==> config.mk <==
export PLATFORM = sky130hd
export DESIGN_NAME = regfile_mp
export DESIGN_NICKNAME = d
export VERILOG_FILES = /design/src/rtl/regfile_pkg.sv /design/src/rtl/regfile_scoreboard.sv /design/src/rtl/regfile_mp.sv
export SDC_FILE = /design/constraint.sdc
export NUM_CORES = 2
export LEC_CHECK = 0
export ABC_AREA = 1
export BUFFER_PORTS_ARGS = -buffer_cell sky130_fd_sc_hd__buf_2
export CAP_MARGIN = 20
export CORE_ASPECT_RATIO = 1.1
export CORE_MARGIN = 1
export CORE_UTILIZATION = 50
export CTS_BUF_LIST = sky130_fd_sc_hd__clkbuf_16
export CTS_CLUSTER_DIAMETER = 150
export DETAILED_ROUTE_END_ITERATION = 10
export PLACE_DENSITY = 0.69
export SLEW_MARGIN = 20
export SYNTH_ARGS = -nofsm -noshare
export SYNTH_HDL_FRONTEND = slang
export SYNTH_SLANG_ARGS = --single-unit
export TNS_END_PERCENT = 1
==> constraint.sdc <==
create_clock -name clk -period 4.3 [get_ports clk]
set_input_delay 0.645 -clock clk [delete_from_list [all_inputs] [get_ports clk]]
set_output_delay 0.645 -clock clk [all_outputs]
set_load 0.02 [all_outputs]
==> src/rtl/regfile_pkg.sv <==
// Shared definitions for the multi-ported register file.
// Provides the address-width helper, the scoreboard flag type and the
// hardwired zero-register index.
package regfile_pkg;

   // Hardwired-zero architectural register
   localparam int unsigned ZERO_REG = 0;

   // One scoreboard flag. The busy vector is a packed array of these,
   // sized by the instantiating module.
   typedef logic busy_flag_t;

   // Address width needed to index n registers (n is a power of two >= 2)
   function automatic int unsigned addr_w(input int unsigned n);
      return (n <= 2) ? 1 : $clog2(n);
   endfunction

endpackage

==> src/rtl/regfile_scoreboard.sv <==
// Pending-write scoreboard for regfile_mp.
// Ports: clk/nReset; we/wAddr (write ports, commit clears busy);
// rsvValid/rsvAddr (reserve sets busy); busy (registered, bit n = reg n pending).
module regfile_scoreboard
   import regfile_pkg::*;
#(
   parameter int unsigned NumRegs  = 32,
   parameter int unsigned NumWrite = 1
) (
   input  logic                                       clk,
   input  logic                                       nReset,
   input  logic [NumWrite-1:0]                        we,
   input  logic [NumWrite-1:0][addr_w(NumRegs)-1:0]   wAddr,
   input  logic                                       rsvValid,
   input  logic [addr_w(NumRegs)-1:0]                 rsvAddr,
   output busy_flag_t [NumRegs-1:0]                   busy
);

   localparam int unsigned AW = addr_w(NumRegs);

   busy_flag_t [NumRegs-1:0] busy_d;
   busy_flag_t [NumRegs-1:0] busy_q;

   // Commit clears, reserve sets afterwards so a same-cycle reserve wins
   always_comb begin
      busy_d = busy_q;
      for (int unsigned n = 1; n < NumRegs; n++) begin
         for (int unsigned p = 0; p < NumWrite; p++) begin
            if (we[p] && (wAddr[p] == AW'(n))) begin
               busy_d[n] = 1'b0;
            end
         end
         if (rsvValid && (rsvAddr == AW'(n))) begin
            busy_d[n] = 1'b1;
         end
      end
      busy_d[ZERO_REG] = 1'b0;
   end

   always_ff @(posedge clk or negedge nReset) begin
      if (!nReset) begin
         busy_q <= '0;
      end else begin
         busy_q <= busy_d;
      end
   end

   assign busy = busy_q;

endmodule

==> src/rtl/regfile_mp.sv <==
// Multi-ported register file with hardwired r0, registered reads,
// optional write-to-read bypass and a pending-write scoreboard.
// Ports: clk/nReset; we/wAddr/wData (NumWrite write ports);
// rAddr/rData (NumRead read ports, latency 1); rsvValid/rsvAddr (reserve);
// busy (scoreboard); wConflict (pulse on same-address multi-port write).
module regfile_mp
   import regfile_pkg::*;
#(
   parameter int unsigned WordSize = 32,
   parameter int unsigned NumRegs  = 32,
   parameter int unsigned NumRead  = 2,
   parameter int unsigned NumWrite = 1,
   parameter bit          Bypass   = 1'b1
) (
   input  logic                                       clk,
   input  logic                                       nReset,
   input  logic [NumWrite-1:0]                        we,
   input  logic [NumWrite-1:0][addr_w(NumRegs)-1:0]   wAddr,
   input  logic [NumWrite-1:0][WordSize-1:0]          wData,
   input  logic [NumRead-1:0][addr_w(NumRegs)-1:0]    rAddr,
   output logic [NumRead-1:0][WordSize-1:0]           rData,
   input  logic                                       rsvValid,
   input  logic [addr_w(NumRegs)-1:0]                 rsvAddr,
   output busy_flag_t [NumRegs-1:0]                   busy,
   output logic                                       wConflict
);

   localparam int unsigned AW = addr_w(NumRegs);

   logic [WordSize-1:0]                 regs_d [NumRegs-1:1];
   logic [WordSize-1:0]                 regs_q [NumRegs-1:1];
   logic [NumRead-1:0][WordSize-1:0]    rdata_d;
   logic [NumRead-1:0][WordSize-1:0]    rdata_q;
   logic                                wconflict_d;
   logic                                wconflict_q;

   // Write commit: ascending port order so the highest-indexed port wins
   always_comb begin
      for (int unsigned n = 1; n < NumRegs; n++) begin
         regs_d[n] = regs_q[n];
         for (int unsigned p = 0; p < NumWrite; p++) begin
            if (we[p] && (wAddr[p] == AW'(n))) begin
               regs_d[n] = wData[p];
            end
         end
      end
   end

   // Read mux: r0 reads as zero; bypass selects post-commit values
   always_comb begin
      rdata_d = '0;
      for (int unsigned r = 0; r < NumRead; r++) begin
         for (int unsigned n = 1; n < NumRegs; n++) begin
            if (rAddr[r] == AW'(n)) begin
               rdata_d[r] = Bypass ? regs_d[n] : regs_q[n];
            end
         end
      end
   end

   // Conflict: any two enabled ports on the same non-zero address
   always_comb begin
      wconflict_d = 1'b0;
      for (int unsigned p = 0; p < NumWrite; p++) begin
         for (int unsigned q = p + 1; q < NumWrite; q++) begin
            if (we[p] && we[q] && (wAddr[p] == wAddr[q]) &&
                (wAddr[p] != AW'(ZERO_REG))) begin
               wconflict_d = 1'b1;
            end
         end
      end
   end

   always_ff @(posedge clk or negedge nReset) begin
      if (!nReset) begin
         for (int unsigned n = 1; n < NumRegs; n++) begin
            regs_q[n] <= '0;
         end
         rdata_q     <= '0;
         wconflict_q <= 1'b0;
      end else begin
         for (int unsigned n = 1; n < NumRegs; n++) begin
            regs_q[n] <= regs_d[n];
         end
         rdata_q     <= rdata_d;
         wconflict_q <= wconflict_d;
      end
   end

   assign rData     = rdata_q;
   assign wConflict = wconflict_q;

   regfile_scoreboard #(
      .NumRegs  (NumRegs),
      .NumWrite (NumWrite)
   ) u_scoreboard (
      .clk      (clk),
      .nReset   (nReset),
      .we       (we),
      .wAddr    (wAddr),
      .rsvValid (rsvValid),
      .rsvAddr  (rsvAddr),
      .busy     (busy)
   );

endmodule

==> flow_summary.yaml <==
run_status:
  status: "finished, final reports clean"
final_layout:
  final_common_cell: "nand2_1"
  design_area_um2: 64580
  layout-drive-gt1-share_pct: 11.66
  final_cell_mix: "nand2_1 (2961), dfrtp_1 (1087), o21ai_0 (894), inv_1 (775), nor2_1 (472)"
  multiInputGateArea_um2: 24740
  syn2layout_area_growth_pct: 14.23
  num-nets-final: 8115
  fillers: 10653
  instances_no_fill: 9671
  ff_latch_area_um2: 27200
place:
  placed_area_um2: 61020
  io_buffer_count: 150
  place_inst: 9447
  dp_slack_ns: 0.07531
  dpl.hpwl_um: 165100
  gp_congestion: 0.9953
synth:
  yosys_warnings: 0
  synth_top_area_share_pct: 48.11
  avgSynthCellArea_um2: 7.157
  synth_area_leaders: "dfrtp_1 (48%), nand2_1 (20%), o21ai_0 (7.9%)"
  netlist_instances: 7899
  synth_cell_types: 32
  yosysSeqAreaShare_pct: 48.11
  yosysTopAreaCell: "dfrtp_1"
  ys_ff_latch: 1087
  netlist_area_um2: 56530
critical_path:
  crit_required_ns: 4.76
  cp_slowest_cell: "nand4_1"
  r2r_start: "regs_q[33]$_DFF_PN0_"
  cp-start-kind: "primary input"
  endpoint_kind: "flip-flop"
  path_max_fanout: 15
  crit_buf_inv: 4
  cp_top_family: "simple AND/OR/NAND/NOR gates"
  reg2reg_depth: 20
  reg2reg_to: "rData[1]$_DFF_PN0_"
  arrival_ns: 4.35
  crit_type: "in2reg"
  reg2reg_slack_ns: 1.17
  max_stage_delay_ns: 0.37
drt:
  drc_errors: 0
  wire_per_inst_um: 24.00
  postRouteWirelength_um: 232100
  drt_pre_antenna_iters: 9
  via_per_inst: 5.758
  num_vias: 55683
  drt_iter0_markers: 7793
  final_antenna_net_count: 0
floorplanning:
  die-height_um: 354.7
  die_area_um2: 114400
  coreArea_um2: 112300
  rows: 129
  pin_count: 153
  die_w_um: 322.6
  start_util_pct: 50.33
timing:
  max_freq_mhz: 256.9
  timing.final.crit_share_pct: 90.53
  skew_ns: 0.02672
  fin_crit_ns: 3.893
  setup_violations: 0
  worstMarginPinSlew_ns: 1.047
  fin_ws_ns: 0.4071
  fin_tns_setup_ns: 0
  rsz0062_at_grt: "no"
  drv_slew: 0
  slew_headroom_pct: 30.12
  final-hold-violation-count: 0
min_path:
  hold_start: "wData[13]"
  whs_endpoint: "regs_q[109]$_DFF_PN0_"
  hold_path_depth: 3
  worstHoldPathType: "in2reg"
clock_tree:
  h-tree-depth: 3
  ctsResizeCount: 0
  cts_hold_buf: 1
  clkSlewWorstSetupHoldPaths_ns: 0.06
  cts_tree: "built"
  root_buffer: "clkbuf_16"
  numCtsBuffers: 115
  insertion_delay_ns: 0.76
  clock-sinks: 1087
  post_cts.repair.setup_buffers: 0
  cts_buffer_depth: 3
pwr:
  ir_worst_vdd_uv: 398.3
  cellPowerDensity_nw_per_um2: 430.5
  power_w: 0.02780
  power.leakage_nw: 31.29
job:
  maxCapViolCount: 0
grt:
  grt.busiest_layer: "met2"
  gr-usage-met3_pct: 9.037
  grtUsageMet2_pct: 60.34
  antenna_found_initial: 24
  grt_pass1_wl_um: 341200
  grt_use_met1_pct: 53.40
  grt_max_degree: 131
  grt-ovfl-total: 0
  first_global_vias: 51548
  grt_usage_pct: 40.37
layout make-up:
| class | instances | area share, % |
|---|---|---|
| timing repair buffer | 519 | 6.614 |
| tap | 1506 | 2.918 |
| inverter | 784 | 4.557 |
| multi-input combinational | 5552 | 38.30 |
| sequential | 1087 | 42.12 |
| clock buffer | 115 | 4.456 |
| clock inverter | 93 | 0.9765 |
| antenna | 15 | 0.05812 |
cells in the mapped netlist:
cell	number
conb_1	1
and3_1	1
buf_2	50
buf_6	1
o21ai_1	35
clkinv_1	21
o21ai_0	894
nor2_2	6
buf_1	11
nor2_1	503
nand3_2	1
or2_1	1
o21a_1	11
or2_0	1
inv_1	755
nor3_1	26
a32o_1	15
nand3b_1	5
inv_2	8
and2_1	104
dfrtp_1	1087
buf_4	7
clkbuf_1	408
nand4_1	373
o211ai_1	1
a21oi_1	4
nor3_2	2
a22o_1	15
nor2_4	3
nand2_1	2963
or2_2	195
nand3_1	391
metrics by stage:
stage / util (%) / hold WS [ns]
floorplan: - / 0.3494
global placement: 54.32 / 0.4750
detailed placement: 54.32 / 0.4833
CTS: 57.45 / 0.1892
global route: 57.47 / 0.2066
finish: 57.49 / 0.2070
state kept, by name (all words and copies together) (netlist names):
name,flops
regs_q,992
u_scoreboard.busy,31
rData,64
where the power goes:
group	internal [W]	switching (W)	leakage (nW)	total [W]
combinational	0.00168	0.00373	15.8	0.00541
clock	0.00519	0.00436	1.83	0.00955
sequential	0.0121	0.000718	13.6	0.0128
total	0.0190	0.00880	31.3	0.0278
logic make-up after synthesis:
group | count (synthesis) | share of synthesized area (%)
other | 1 | 0.006633
flip-flops | 1087 | 48.11
buffers and inverters | 1261 | 8.543
AO/OA/AOI/OAI | 975 | 8.917
AND/OR/NAND/NOR | 4575 | 34.42
tightest hold or removal path: stages:
cell and delay (ns):
buf_2 0.10, o21ai_1 0.09, inv_1 0.09
per-layer routing:
layer,share of wire (%),vias up
met2,43,3547
met4,6.9,6
met3,11,736
met5,0.016,-
li1,-,25229
met1,39,26165
worst max-delay path by stage:
stage | startpoint | endpoint | cells after the start
floorplan | we | rData[46]$_DFF_PN0_ | 22
global placement | we | rData[1]$_DFF_PN0_ | 26
detailed placement | wAddr[4] | rData[1]$_DFF_PN0_ | 25
CTS | wAddr[4] | rData[1]$_DFF_PN0_ | 25
global route | wAddr[4] | rData[1]$_DFF_PN0_ | 25
finish | wAddr[4] | rData[1]$_DFF_PN0_ | 25
(Power assumes the default switching activity.)
